**src/rtl/cache_hier_ctrl.sv**
```systemverilog
// Two-level read hierarchy controller: L1 -> L2 -> memory lookup with fills,
// memory timeout error responses and saturating hit/miss/error counters.
module cache_hier_ctrl #(
  parameter int unsigned ADDR_WIDTH  = 11,
  parameter int unsigned DATA_WIDTH  = 32,
  parameter int unsigned CNT_WIDTH   = 16,
  parameter int unsigned MEM_TIMEOUT = 64
) (
  input  logic                  clk,
  input  logic                  rst,
  input  logic                  cpu_req_valid,
  output logic                  cpu_req_ready,
  input  logic [ADDR_WIDTH-1:0] cpu_addr,
  output logic                  cpu_resp_valid,
  output logic [DATA_WIDTH-1:0] cpu_resp_data,
  output logic [1:0]            cpu_resp_src,
  output logic                  l1_lookup,
  input  logic                  l1_ack,
  input  logic                  l1_hit,
  input  logic [DATA_WIDTH-1:0] l1_rdata,
  output logic                  l2_lookup,
  input  logic                  l2_ack,
  input  logic                  l2_hit,
  input  logic [DATA_WIDTH-1:0] l2_rdata,
  output logic                  l1_fill,
  output logic                  l2_fill,
  output logic [DATA_WIDTH-1:0] fill_data,
  output logic [ADDR_WIDTH-1:0] line_addr,
  output logic                  mem_req_valid,
  input  logic                  mem_req_ready,
  input  logic                  mem_resp_valid,
  input  logic [DATA_WIDTH-1:0] mem_resp_data,
  output logic [CNT_WIDTH-1:0]  cnt_l1_hit,
  output logic [CNT_WIDTH-1:0]  cnt_l2_hit,
  output logic [CNT_WIDTH-1:0]  cnt_miss,
  output logic [CNT_WIDTH-1:0]  cnt_err
);

  typedef enum logic [2:0] {
    IDLE,
    L1_LOOK,
    L2_LOOK,
    MEM_REQ,
    MEM_WAIT,
    RESP
  } state_e;

  localparam logic [1:0]  SRC_L1    = 2'd0;
  localparam logic [1:0]  SRC_L2    = 2'd1;
  localparam logic [1:0]  SRC_MEM   = 2'd2;
  localparam logic [1:0]  SRC_ERR   = 2'd3;
  localparam logic [15:0] TMO_LIMIT = 16'(MEM_TIMEOUT);

  state_e                state_q, state_d;
  logic [ADDR_WIDTH-1:0] line_addr_q, line_addr_d;
  logic [DATA_WIDTH-1:0] data_q, data_d;
  logic [1:0]            src_q, src_d;
  logic [15:0]           tmo_q, tmo_d;
  logic [15:0]           tmo_inc;
  logic [CNT_WIDTH-1:0]  cnt_l1_hit_q, cnt_l1_hit_d;
  logic [CNT_WIDTH-1:0]  cnt_l2_hit_q, cnt_l2_hit_d;
  logic [CNT_WIDTH-1:0]  cnt_miss_q, cnt_miss_d;
  logic [CNT_WIDTH-1:0]  cnt_err_q, cnt_err_d;
  logic                  inc_l1, inc_l2, inc_miss, inc_err;

  function automatic logic [CNT_WIDTH-1:0] sat_inc(input logic [CNT_WIDTH-1:0] v,
                                                   input logic en);
    if (en && (v != '1)) begin
      return v + 1'b1;
    end
    return v;
  endfunction

  assign tmo_inc = tmo_q + 16'd1;

  always_comb begin
    state_d     = state_q;
    line_addr_d = line_addr_q;
    data_d      = data_q;
    src_d       = src_q;
    tmo_d       = tmo_q;
    inc_l1      = 1'b0;
    inc_l2      = 1'b0;
    inc_miss    = 1'b0;
    inc_err     = 1'b0;

    case (state_q)
      IDLE: begin
        if (cpu_req_valid) begin
          line_addr_d = cpu_addr;
          state_d     = L1_LOOK;
        end
      end
      L1_LOOK: begin
        if (l1_ack) begin
          if (l1_hit) begin
            data_d  = l1_rdata;
            src_d   = SRC_L1;
            inc_l1  = 1'b1;
            state_d = RESP;
          end else begin
            state_d = L2_LOOK;
          end
        end
      end
      L2_LOOK: begin
        if (l2_ack) begin
          if (l2_hit) begin
            data_d  = l2_rdata;
            src_d   = SRC_L2;
            inc_l2  = 1'b1;
            state_d = RESP;
          end else begin
            state_d = MEM_REQ;
          end
        end
      end
      MEM_REQ: begin
        if (mem_req_ready) begin
          tmo_d   = '0;
          state_d = MEM_WAIT;
        end
      end
      MEM_WAIT: begin
        // A response on the same edge as the timeout takes priority.
        if (mem_resp_valid) begin
          data_d   = mem_resp_data;
          src_d    = SRC_MEM;
          inc_miss = 1'b1;
          state_d  = RESP;
        end else if (tmo_inc == TMO_LIMIT) begin
          data_d  = '0;
          src_d   = SRC_ERR;
          inc_err = 1'b1;
          state_d = RESP;
        end else begin
          tmo_d = tmo_inc;
        end
      end
      RESP: begin
        state_d = IDLE;
      end
      default: begin
        state_d = IDLE;
      end
    endcase

    cnt_l1_hit_d = sat_inc(cnt_l1_hit_q, inc_l1);
    cnt_l2_hit_d = sat_inc(cnt_l2_hit_q, inc_l2);
    cnt_miss_d   = sat_inc(cnt_miss_q, inc_miss);
    cnt_err_d    = sat_inc(cnt_err_q, inc_err);
  end

  always_ff @(posedge clk or posedge rst) begin
    if (rst) begin
      state_q      <= IDLE;
      line_addr_q  <= '0;
      data_q       <= '0;
      src_q        <= '0;
      tmo_q        <= '0;
      cnt_l1_hit_q <= '0;
      cnt_l2_hit_q <= '0;
      cnt_miss_q   <= '0;
      cnt_err_q    <= '0;
    end else begin
      state_q      <= state_d;
      line_addr_q  <= line_addr_d;
      data_q       <= data_d;
      src_q        <= src_d;
      tmo_q        <= tmo_d;
      cnt_l1_hit_q <= cnt_l1_hit_d;
      cnt_l2_hit_q <= cnt_l2_hit_d;
      cnt_miss_q   <= cnt_miss_d;
      cnt_err_q    <= cnt_err_d;
    end
  end

  // Ready is held low while reset is asserted so every output reads zero.
  assign cpu_req_ready  = (state_q == IDLE) && !rst;
  assign l1_lookup      = (state_q == L1_LOOK);
  assign l2_lookup      = (state_q == L2_LOOK);
  assign mem_req_valid  = (state_q == MEM_REQ);
  assign cpu_resp_valid = (state_q == RESP);
  assign l1_fill        = (state_q == RESP) && ((src_q == SRC_L2) || (src_q == SRC_MEM));
  assign l2_fill        = (state_q == RESP) && (src_q == SRC_MEM);
  assign cpu_resp_data  = data_q;
  assign cpu_resp_src   = src_q;
  assign fill_data      = data_q;
  assign line_addr      = line_addr_q;
  assign cnt_l1_hit     = cnt_l1_hit_q;
  assign cnt_l2_hit     = cnt_l2_hit_q;
  assign cnt_miss       = cnt_miss_q;
  assign cnt_err        = cnt_err_q;

endmodule

```
**config.mk**
```make
export PLATFORM = sky130hd
export DESIGN_NAME = cache_hier_ctrl
export DESIGN_NICKNAME = d
export VERILOG_FILES = /design/src/rtl/cache_hier_ctrl.sv
export SDC_FILE = /design/constraint.sdc
export NUM_CORES = 1
export LEC_CHECK = 0
export ABC_AREA = 1
export BUFFER_PORTS_ARGS = -buffer_cell sky130_fd_sc_hd__buf_2
export CORE_MARGIN = 2
export CORE_UTILIZATION = 30
export DETAILED_ROUTE_END_ITERATION = 8
export PLACE_DENSITY = 0.6
export SETUP_SLACK_MARGIN = 0.02
export SYNTH_ARGS = -nofsm -noshare
export SYNTH_HDL_FRONTEND = slang
export SYNTH_SLANG_ARGS = --single-unit
```
**constraint.sdc**
```tcl
create_clock -name clk -period 5.8 [get_ports clk]
set_input_delay 0.29 -clock clk [delete_from_list [all_inputs] [get_ports clk]]
set_output_delay 0.29 -clock clk [all_outputs]
set_load 0.02 [all_outputs]
```
---- Word level (Yosys, flattened, before mapping) ----
Cells that the tools add are included.
word-level totals
  register bits after elaboration ......... 128
  output and inout port bits .............. 148
  bits of input ports ..................... 116
  logic and storage cells ................. 97
operators by class
  $add $sub $neg .......................... 5
  equality and inequality tests ........... 21
  reduce and logical (&&, ||, !) cells .... 16
  muxes and demuxes ....................... 46
operators by type and width
  kind                                                  count
  2-to-1 mux 32 bit                                     6
  2-to-1 mux 16 bit                                     7
  one-hot mux 32 bit (3 select lines)                   1
  adder 16 x 1 -> 16 bit, second input constant         5
  != test 16 bit, second input constant                 4
  one-hot mux 16 bit (2 select lines)                   1
  2-to-1 mux 3 bit                                      8
  equality test 16 x 7 -> 1 bit, second input constant  1
  2-to-1 mux 1 bit                                      15
  one-hot mux 3 bit (5 select lines)                    1
  2-to-1 mux 2 bit                                      6
  != test 2 x 1 -> 1 bit, second input constant         5
  logical AND 1 bit                                     7
  equality test 3 x 2 -> 1 bit, second input constant   2
  equality test 3 bit, second input constant            2
  != test 2 bit, second input constant                  3
  one-hot mux 2 bit (3 select lines)                    1
  AND reduction 6 bit                                   1
  AND reduction 5 bit                                   1
  AND reduction 4 bit                                   1
  equality test 3 x 1 -> 1 bit, second input constant   1
  logical NOT 3 bit                                     1
  != test 3 bit, second input constant                  1
  nonzero test 3 bit                                    1
  other kinds (6)                                       6

---- Logic depth before layout (Yosys ltp) ----
Gate-level depths: netlist of run 1.
  depth in word-level cells ............... 7
  gate-level depth with buffers ........... 16
  gate-level depth less buffers ........... 15

---- Least setup slack after synthesis of run 1 ----
No wires, ideal clock.
  path type ............................... reg2reg
  start point ............................. reg state_q[1]
  end point ............................... reg cnt_l1_hit_q[11], in the netlist cnt_l1_hit[11]
  arrival time ............................ 1.884 ns
  library setup time ...................... 0.130 ns
  required time ........................... 5.670 ns
  path buffers ............................ 1
  slack ................................... 3.786 ns
  clock period less this slack ............ 2.014 ns
  stages on the path, launching flop included .. 9
  cell sequence ........................... dfrtp_1 -> nor3_2 -> inv_1 -> nor2_1 -> nand2_1 -> clkbuf_1 -> nor4_1 -> nand2_1 -> xnor2_1
between the ends
  word-level cells in the longest chain between the ends .. 4
ends and longest elaborated chain
  item                          RTL line  source
  start: declaration            54        state_e state_q, state_d;
  start signal: assignment      166       state_q <= state_d;
  equality test 3 x 1 -> 1 bit  --
  net l1_lookup                 17        output logic l1_lookup,
  2-to-1 mux 1 bit              87        case (state_q)
  logical AND 1 bit             68        if (en && (v != '1)) begin
  2-to-1 mux 1 bit              68
  end signal: assignment        171       cnt_l1_hit_q <= cnt_l1_hit_d;
  end: declaration              60        logic [CNT_WIDTH-1:0] cnt_l1_hit_q, cnt_l1_hit_d;
The timed path passes the listed nets, and every way through them passes these cells.
A chain may end at the register's enable or synchronous reset.

---- Final worst setup path of run 1 ----
  start point ............................. reg state_q[1]
  end point ............................... reg data_q[17], in the netlist cpu_resp_data[17]
between the ends
  word-level cells in the longest chain between the ends .. 3
  elaborated cells on any way between the ends .. 11
  classes of those cells .................. eq/ne: 8; mux: 1; reduce/logical: 2
ends and longest elaborated chain
  item                                                   RTL line  source
  equality test 3 bit, or another cell as far along      87
  != test 3 bit (no line), or another cell as far along  --
  AND reduction 6 bit (no line)                          --
  end signal: assignment                                 168       data_q <= data_d;
  end: declaration                                       56        logic [DATA_WIDTH-1:0] data_q, data_d;
Several ways; a longest one is shown, not always the timed one.

==> qor.txt, run 1 <==
Via count - 7256
Reg area - 0.003203 mm2
# IOs - 264
Area of the multi-input gates - 0.003485 mm2
Total GRT Usage - 17.10%
Arr. time, crit path - 3.58 ns
Seq/Total Area, Yosys - 42.97%
CP Class - reg2reg
Comb power frac - 41.5%
Int Pwr - 2.165 mW
Highest-count cells in the layout ignoring fill and taps - nand2_1, buf_2, dfrtp_1
Fillers - 2583
GP Congestion - 0.9007
Slowest stage delay, CP - 0.77 ns
Post-route DRC - 0
Tot Pwr - 3.966 mW
Via/cell ratio - 4.631
Ys flop type - dfrtp_1
PD cells - 422.1 mW/mm2
Nature of the critical path startpoint - flip-flop
Clock group share of total power - 25.7%
Vias in the first global route - 6821
Crit path required time - 6.11 ns
Worst skew pair latency - 0.42 ns
Initial core utilization - 30.56%
Number of synthesized flops with an enable pin - 0
Clock Skew - 0.008864 ns
Synth cell types - 32
Root Buffer - clkbuf_16
Net Sw Power - 1.801 mW
Die Ht - 161.6 um
Nets - 1350
Core area - 0.02439 mm2
Worst Tran Pin Value - 1.083 ns
First-pass GRT wire length - 35320 um
Final ANT Viol Nets - 0
Commonest non-fill, non-tap cell in the layout - nand2_1
Leakage - 4.966 nW
Max-Cap Viols - 0
Ratio of cells with drive above 1 in the final layout - 27.34%
Clock sinks - 128
Max_slew headroom - 27.38%
Cts repair resizes - 0
DRT iter0 DRCs - 479
Top post-synthesis cells by area - dfrtp_1, nand2_1, nand3_1, inv_1, xor2_1
Die Footprint - 0.02612 mm2
CP max FO - 34
Initial antenna violation count - 4
Tightest Hold Check Type - in2reg
CP max-delay cell - nor2_2
Mapped Cells - 1001
Drt first pass iters - 5
DPL Wire Length - 16610 um
Crit path time final - 3.271 ns
Syn_nets - 1124
Sequential share of power - 32.8%
Post-synth top area share - 42.97%
Site row count - 57
Final WL - 22600 um
TritonCTS Buffers - 17
Setup-failing EPs final - 0
Fmax - 305.7 MHz
WL/cell - 14.42 um
I/O Buffers - 263
Synthesis-stage register bit count - 128
CP Cell Sequence - nor2_1 -> inv_1 -> nor2_2 -> inv_2 -> nor2_4 -> inv_1 -> nand3_2 -> nand2_4 -> nand2_1 -> nand2_1
Status - completed
Clock Path Buffers - 2
Crit. End Element - flip-flop
Slew Viols, Final - 0
Area Overhead vs Synth - 26.09%
Post-synth ARST share - 100.0%
Die Span X - 161.6 um
Syn. warnings - 0
H-tree levels - 4
Clk slew on worst S/H paths - 0.06 ns
Leading area contributor after synthesis - dfrtp_1
Mean area per synthesized cell - 7.446 um2
Largest net degree at the start of global routing - 72
VDD IR-drop max - 0.0002274 V
Cts hold-fix bufs - 1
Setup bufs post-CTS - 0
TNS Setup - 0 ns
Mapped Area - 0.007453 mm2
Switching Share - 45.42%
Final Hold Viols - 0
CTS tree - yes
Global route overflow - 0
RSZ-0062 raised after global routing - no
Final period util - 56.40%
power by group through the flow:
| stage | Sequential (mW) | Combinational (mW) | Clock, mW |
|---|---|---|---|
| finish | 1.30 | 1.65 | 1.02 |
| global route | 1.33 | 1.82 | 1.09 |
| CTS | 1.30 | 1.67 | 1.05 |
| detailed placement | 1.32 | 1.67 | 0 |
| global placement | 1.32 | 1.64 | 0 |
| floorplan | 1.50 | 1.04 | 0 |
stage by stage:
stage          utilization, %  cell area (um2)  hold slack (ns)  cells  setup slack [ns]
6_report                38.53             9398          0.09644   1567             2.529
5_1_grt                 38.52             9395          0.07295   1566             2.200
4_1_cts                 38.50             9390          0.07795   1564             2.563
3_5_place_dp            36.19             8827           0.3931   1531             2.582
3_3_place_gp            36.19             8827           0.3901   1531             2.665
2_1_floorplan               -             7453           0.4405   1001             2.097
worst paths after layout:
path                            slack [ns]                         start                            end  cells after the start
worst max-delay path                  2.53        state_q[1]$_DFFE_PP0P_  cpu_resp_data[17]$_DFFE_PP0P_                     10
worst min-delay path                   0.1                   cpu_addr[3]       line_addr[3]$_DFFE_PP0P_                      2
worst max register to register        2.53        state_q[1]$_DFFE_PP0P_  cpu_resp_data[17]$_DFFE_PP0P_                     10
worst min register to register        0.50  cpu_resp_data[6]$_DFFE_PP0P_   cpu_resp_data[6]$_DFFE_PP0P_                      2
max in group asynchronous             3.98                           rst     cnt_l2_hit[13]$_DFFE_PP0P_                      4
min in group asynchronous             0.47                           rst         cnt_err[1]$_DFFE_PP0P_                      3
sequential cells by signal, indices dropped and copies added, names as in the netlist:
signal         cells
cpu_resp_data     32
cnt_err           16
cnt_l1_hit        16
cnt_l2_hit        16
cnt_miss          16
tmo_q             16
line_addr         11
state_q            3
cpu_resp_src       2
cell type report:
class                   count  area share (%)
flip-flops and latches    128           34.08
diodes                      3         0.07988
well taps                 324           4.314
repair buffers            268           14.43
multi-input cells         710           37.08
clock inverters            14           1.318
inverters                 102           4.127
clock buffers              18           4.567
layer usage:
metal	wire, um	global-route usage, %	up-vias
met4	272	4.344	2
met2	10740	28.13	237
met5	13	0	-
met3	1436	5.265	25
met1	10140	21.97	3373
li1	-	-	3619
synthesized netlist by cell type, types with 16 or more instances:
| library cell | instances |
|---|---|
| nor2_1 | 60 |
| o21ai_0 | 27 |
| inv_1 | 99 |
| xor2_1 | 38 |
| nand2_1 | 344 |
| clkbuf_1 | 16 |
| buf_4 | 36 |
| dfrtp_1 | 128 |
| nand3_1 | 115 |
| nand4_1 | 23 |
| nor3_1 | 29 |
cells by family after synthesis:
logic type      count (synthesis)  synth area share [%]
buf+inv                       163                 10.48
xor+xnor                       49                 5.758
fa+ha+maj                       7                 1.175
flops                         128                 42.97
mux                            11                 1.662
simple gates                  603                 35.14
compound gates                 40                 2.820
critical path: cells and delay by family, from the launching register on:
| family | cells | cell delay (ns) |
|---|---|---|
| AND/OR/NAND/NOR | 7 | 2.36 |
| flip-flops | 1 | 0.43 |
| buffers and inverters | 3 | 0.33 |
Power figures use the tool's default switching activity.
==> inputs of run 2 (changes only) <==
==> constraint.sdc (replaced) <==
create_clock -name clk -period 3.3 [get_ports clk]
set_input_delay 0.165 -clock clk [delete_from_list [all_inputs] [get_ports clk]]
set_output_delay 0.165 -clock clk [all_outputs]
set_load 0.02 [all_outputs]
==> run 2 against run 1 <==
Against the previous run: non-clock buffer count increased by 18; combinational power increased by 78%; global-route usage decreased by 0.10 points; critical path depth increased by 2; sequential power increased by 77%; clock-buffer cell count decreased by 1; critical path type unchanged; largest power group unchanged; highest routed layer unchanged.
==> qor.txt, run 2 (synthesis gave the netlist of run 1 again) <==
Most frequent CP cell - nand2_1
Status - completed (unchanged)
PD cells - 748.6 mW/mm2 (was 422.1 mW/mm2)
Fillers - 2524 (was 2583)
Clk slew on worst S/H paths - 0.06 ns (about the same)
DRT iter0 DRCs - 477 (was 479)
Die Ht - 161.6 um (unchanged)
Final Hold Viols - 0 (unchanged)
TritonCTS Buffers - 17 (unchanged)
Leakage - 5.087 nW (was 4.966 nW)
Initial antenna violation count - 4 (unchanged)
Reg2Reg Setup Slack - 0.57 ns (was 2.53 ns)
Site row count - 57 (unchanged)
Clock sinks - 128 (unchanged)
VDD IR-drop max - 0.0004495 V (was 0.0002274 V)
Commonest non-fill, non-tap cell in the layout - nand2_1 (unchanged)
Nets - 1368 (was 1350)
Nature of the critical path startpoint - flip-flop (unchanged)
Vias in the first global route - 6957 (was 6821)
Core area - 0.02439 mm2 (unchanged)
Max-Cap Viols - 0 (unchanged)
Fmax - 366.1 MHz (was 305.7 MHz)
Slew Viols, Final - 0 (unchanged)
Max FFs per register - 32 (unchanged)
Arr. time, crit path - 3.03 ns (was 3.58 ns)
RSZ-0062 raised after global routing - no (unchanged)
Total GRT Usage - 17.00% (was 17.10%)
Cts repair resizes - 0 (unchanged)
Slowest stage delay, CP - 0.42 ns (was 0.77 ns)
I/O Buffers - 263 (unchanged)
CP Class - reg2reg (unchanged)
H-tree levels - 4 (unchanged)
Final ANT Viol Nets - 0 (unchanged)
First-pass GRT wire length - 35360 um (was 35320 um)
WL/cell - 14.21 um (was 14.42 um)
Area Overhead vs Synth - 29.18% (was 26.09%)
Switching Share - 44.20% (was 45.42%)
Clock Skew - 0.01308 ns (was 0.008864 ns)
Tot Pwr - 7.207 mW (was 3.966 mW)
Clock group share of total power - 27.4% (was 25.7%)
Max_slew headroom - 41.38% (was 27.38%)
Worst Tran Pin Value - 0.8773 ns (was 1.083 ns)
Final WL - 22500 um (was 22600 um)
Via/cell ratio - 4.615 (was 4.631)
CP max FO - 34 (unchanged)
Worst skew pair latency - 0.42 ns (about the same)
Die Footprint - 0.02612 mm2 (unchanged)
Root Buffer - clkbuf_16 (unchanged)
Highest-count cells in the layout ignoring fill and taps - nand2_1, buf_2, dfrtp_1 (unchanged)
CP Cell Sequence - ha_1 -> nand2_1 -> nor2_2 -> nand2_1 -> nand2_1 -> nand3_1 -> nor3_1 -> nand4_1 -> nand3_2 -> nand2_4 -> nand2_1 -> nand2_1 (was nor2_1 -> inv_1 -> nor2_2 -> inv_2 -> nor2_4 -> inv_1 -> nand3_2 -> nand2_4 -> nand2_1 -> nand2_1)
CP delay by family, top - simple AND/OR/NAND/NOR gates (unchanged)
Via count - 7306 (was 7256)
Die Span X - 161.6 um (unchanged)
Net Sw Power - 3.185 mW (was 1.801 mW)
Global route overflow - 0 (unchanged)
Initial core utilization - 30.56% (unchanged)
CTS tree - yes (unchanged)
Crit path time final - 2.732 ns (was 3.271 ns)
Drt first pass iters - 7 (was 5)
Comb power frac - 40.7% (was 41.5%)
Crit path required time - 3.60 ns (was 6.11 ns)
Post-route DRC - 0 (unchanged)
Tightest Hold Check Type - in2reg (unchanged)
TNS Setup - 0 ns (unchanged)
Clock Path Buffers - 2 (unchanged)
CP bufs+invs - 0 (was 3)
Final period util - 82.78% (was 56.40%)
CP max-delay cell - dfrtp_1 (was nor2_2)
Int Pwr - 4.022 mW (was 2.165 mW)
DPL Wire Length - 16730 um (was 16610 um)
Largest net degree at the start of global routing - 68 (was 72)
Crit. End Element - flip-flop (unchanged)
Setup-failing EPs final - 0 (unchanged)
GP Congestion - 0.8979 (was 0.9007)
Sequential share of power - 31.9% (was 32.8%)
# IOs - 264 (unchanged)
Ratio of cells with drive above 1 in the final layout - 27.58% (was 27.34%)
[run 2: cell types whose count changed in the layout (fill, tap and decap cells not counted), sizes merged, moves of 2 or more]
cell / delta
buf: +7
bufinv: +2
clkinvlp: -2
diode: -2
dlygate4sd3: +11
inv: +2
[run 2: worst min-delay path, stage by stage]
cell and delay [ns]:
buf_2 0.07, nand2_1 0.04, nand3_1 0.05, nand3_1 0.07, nand2_1 0.06
[run 2: repair_timing]
item | CTS | global route
hold buffers | 12 | 0
setup buffers | 0 | 0
hold endpoints to repair | 41 | 0
[run 2: routing by layer]
layer	vias up	routed length, um	global-route usage, %	part of all wire (%)
met2	241	10750	28.69	48
met5	-	44	0	0.20
met1	3393	9952	22.12	44
met3	26	1466	4.032	6.5
met4	6	280	3.982	1.2
li1	3640	-	-	-
[run 2: final cells by class]
class	instances	area, um2	share of cell area, %
well taps	324	405.4	4.211
inverters	102	386.6	4.016
multi-input cells	710	3485	36.19
diodes	1	2.502	0.02599
clock buffers	17	425.4	4.418
repair buffers	286	1531	15.91
clock inverters	15	188.9	1.962
flip-flops and latches	128	3203	33.27
[run 2: final timing paths]
check,from,endpoint,cells past startpoint
worst max-delay path,tmo_q[0]$_DFFE_PP0P_,cpu_resp_data[16]$_DFFE_PP0P_,12
worst min-delay path,mem_resp_data[10],cpu_resp_data[10]$_DFFE_PP0P_,5
worst max register to register,tmo_q[0]$_DFFE_PP0P_,cpu_resp_data[16]$_DFFE_PP0P_,12
worst min register to register,cpu_resp_data[5]$_DFFE_PP0P_,cpu_resp_data[5]$_DFFE_PP0P_,2
max in group asynchronous,rst,cpu_resp_data[10]$_DFFE_PP0P_,4
min in group asynchronous,rst,line_addr[10]$_DFFE_PP0P_,3
[run 2: per-stage QoR]
| step | setup WS (ns) | utilization (%) | std cells | cell area, um2 | hold slack [ns] |
|---|---|---|---|---|---|
| global route | 0.2280 | 39.47 | 1583 | 9628 | 0.1053 |
| finish | 0.5681 | 39.47 | 1583 | 9628 | 0.08667 |
| global placement | 0.7392 | 36.45 | 1538 | 8891 | 0.3493 |
| CTS | 0.5655 | 39.46 | 1582 | 9625 | 0.07069 |
| floorplan | 1.286 | - | 1001 | 7457 | 0.3155 |
| detailed placement | 0.5826 | 36.45 | 1538 | 8891 | 0.3483 |
[run 2: power by group through the flow]
stage                     Sequential (mW)  Combinational, mW  Clock [mW]
after floorplan                      2.64               1.83           0
after global placement               2.32               2.93           0
after detailed placement             2.32               2.96           0
after CTS                            2.30               2.98        2.03
after global routing                 2.35               3.26        2.10
final                                2.30               2.93        1.97
==> inputs of run 3 (changes only) <==
--- a/config.mk
+++ b/config.mk
@@ -10,7 +10,7 @@
 export CORE_MARGIN = 2
 export CORE_UTILIZATION = 30
 export DETAILED_ROUTE_END_ITERATION = 8
-export PLACE_DENSITY = 0.6
+export PLACE_DENSITY = 0.62
 export SETUP_SLACK_MARGIN = 0.02
 export SYNTH_ARGS = -nofsm -noshare
 export SYNTH_HDL_FRONTEND = slang
==> constraint.sdc (replaced) <==
create_clock -name clk -period 2.5 [get_ports clk]
set_input_delay 0.125 -clock clk [delete_from_list [all_inputs] [get_ports clk]]
set_output_delay 0.125 -clock clk [all_outputs]
set_load 0.02 [all_outputs]
==> run 3 against run 2 <==
Against the previous run: wire length fell by 0.44%; flip-flop and latch count unchanged; highest routed layer is now met4; sequential share of layout area down 0.29 points; register-to-register slack worse by 0.35 ns; core utilization rose by 0.35 points.
==> qor.txt, run 3 (synthesis gave the netlist of run 1 again) <==
CP Class - reg2reg (unchanged)
Final period util - 91.28% (was 82.78%)
Drt first pass iters - 5 (was 7)
Clock sinks - 128 (unchanged)
Nets - 1372 (was 1368)
Initial core utilization - 30.56% (unchanged)
Fmax - 438.2 MHz (was 366.1 MHz)
RSZ-0062 raised after global routing - no (unchanged)
Highest-count cells in the layout ignoring fill and taps - nand2_1, buf_2, dfrtp_1 (unchanged)
Die Ht - 161.6 um (unchanged)
Clock Skew - 0.01691 ns (was 0.01308 ns)
Max_slew headroom - 53.74% (was 41.38%)
First-pass GRT wire length - 35050 um (was 35360 um)
Vias in the first global route - 6751 (was 6957)
Via/cell ratio - 4.586 (was 4.615)
Commonest non-fill, non-tap cell in the layout - nand2_1 (unchanged)
Largest net degree at the start of global routing - 129 (was 68)
Setup-failing EPs final - 0 (unchanged)
Ratio of cells with drive above 1 in the final layout - 28.21% (was 27.58%)
Root Buffer - clkbuf_16 (unchanged)
Clk slew on worst S/H paths - 0.06 ns (about the same)
TNS Setup - 0 ns (unchanged)
PD cells - 984.3 mW/mm2 (was 748.6 mW/mm2)
Max FFs per register - 32 (unchanged)
Max-Cap Viols - 0 (unchanged)
Worst hold slack - 0.03666 ns (was 0.08667 ns)
CTS tree - yes (unchanged)
Leakage - 5.112 nW (was 5.087 nW)
Crit. End Element - flip-flop (unchanged)
Die Span X - 161.6 um (unchanged)
Site row count - 57 (unchanged)
Reg area - 0.003203 mm2 (unchanged)
Status - completed (unchanged)
WL/cell - 14.10 um (was 14.21 um)
Initial antenna violation count - 2 (was 4)
Worst skew pair latency - 0.42 ns (about the same)
# IOs - 264 (unchanged)
Tightest Hold Check Type - in2reg (unchanged)
Clock Path Buffers - 2 (unchanged)
DRT iter0 DRCs - 478 (was 477)
Fillers - 2514 (was 2524)
Tot Pwr - 9.561 mW (was 7.207 mW)
Slew Viols, Final - 0 (unchanged)
DPL Wire Length - 16490 um (was 16730 um)
Global route overflow - 0 (unchanged)
Core area - 0.02439 mm2 (unchanged)
TritonCTS Buffers - 17 (unchanged)
I/O Buffers - 263 (unchanged)
Total GRT Usage - 16.93% (was 17.00%)
Arr. time, crit path - 2.59 ns (was 3.03 ns)
VDD IR-drop max - 0.0005532 V (was 0.0004495 V)
Worst Tran Pin Value - 0.6938 ns (was 0.8773 ns)
Final WL - 22400 um (was 22500 um)
Die Footprint - 0.02612 mm2 (unchanged)
Nature of the critical path startpoint - flip-flop (unchanged)
Crit path required time - 2.81 ns (was 3.60 ns)
Area of the multi-input gates - 0.003527 mm2 (was 0.003485 mm2)
Final Hold Viols - 0 (unchanged)
H-tree levels - 4 (unchanged)
Final ANT Viol Nets - 0 (unchanged)
GP Congestion - 0.8418 (was 0.8979)
Via count - 7283 (was 7306)
Post-route DRC - 0 (unchanged)
CP max FO - 21 (was 34)
Area Overhead vs Synth - 30.32% (was 29.18%)
Crit path time final - 2.282 ns (was 2.732 ns)
==> run 3: cell type report <==
type | count | share of cell area [%]
Timing Repair Buffer | 290 | 16.33
Clock inverter | 15 | 1.791
Multi-Input combinational cell | 710 | 36.31
Antenna cell | 2 | 0.05153
Clock buffer | 17 | 4.380
Tap cell | 324 | 4.174
Inverter | 102 | 3.980
Sequential cell | 128 | 32.98
==> run 3: path summary, 6_finish.rpt <==
path,from,to,slack (ns),cells after the start
max,tmo_q[0]$_DFFE_PP0P_,cnt_err[13]$_DFFE_PP0P_,0.22,15
min,mem_resp_data[20],cpu_resp_data[20]$_DFFE_PP0P_,0.04,5
max reg2reg,tmo_q[0]$_DFFE_PP0P_,cnt_err[13]$_DFFE_PP0P_,0.22,15
min reg2reg,cpu_resp_data[9]$_DFFE_PP0P_,cpu_resp_data[9]$_DFFE_PP0P_,0.49,2
max in group asynchronous,rst,cnt_l1_hit[4]$_DFFE_PP0P_,1.52,4
min in group asynchronous,rst,cnt_err[4]$_DFFE_PP0P_,0.47,4
==> run 3: power breakdown <==
group / switching, mW / internal [mW]
clock network: 1.06 / 1.51
logic: 2.70 / 1.28
registers: 0.459 / 2.56
==> run 3: per-stage QoR <==
| stage | cells | setup WS (ns) | cell area (um2) | utilization, % |
|---|---|---|---|---|
| after floorplan | 1001 | 0.4860 | 7457 | - |
| after global placement | 1540 | 0.2140 | 8931 | 36.62 |
| after detailed placement | 1540 | 0.1156 | 8931 | 36.62 |
| after CTS | 1584 | 0.09835 | 9651 | 39.57 |
| after global routing | 1587 | 0.02246 | 9711 | 39.81 |
| final | 1588 | 0.2179 | 9713 | 39.82 |
==> run 3: repair_timing <==
| action | CTS | global route |
|---|---|---|
| resized for setup | 0 | 8 |
| hold endpoints to repair | 139 | 0 |
| hold buffers | 12 | 0 |
| buffers inserted | 0 | 2 |
| setup endpoints to repair | 0 | 53 |
==> run 3: metal layers <==
metal / vias to the layer above / wire (um) / GRT usage [%]
met5: - / 0 / 0
li1: 3678 / - / -
met4: 0 / 294 / 4.304
met3: 16 / 1348 / 4.802
met1: 3377 / 10140 / 21.88
met2: 212 / 10620 / 27.99
==> run 3: worst max-delay path, stage by stage (launching register included) <==
cell	delay, ns
dfrtp_1	0.43
ha_2	0.24
nand2_1	0.09
nor2_4	0.15
nand2_1	0.09
nand2_1	0.08
nand2_1	0.08
nor2_1	0.09
nand2_1	0.08
nor2_1	0.17
nand3_2	0.14
nor2_2	0.18
buf_12	0.17
nand3_1	0.08
nand2_1	0.07
nand2_1	0.05
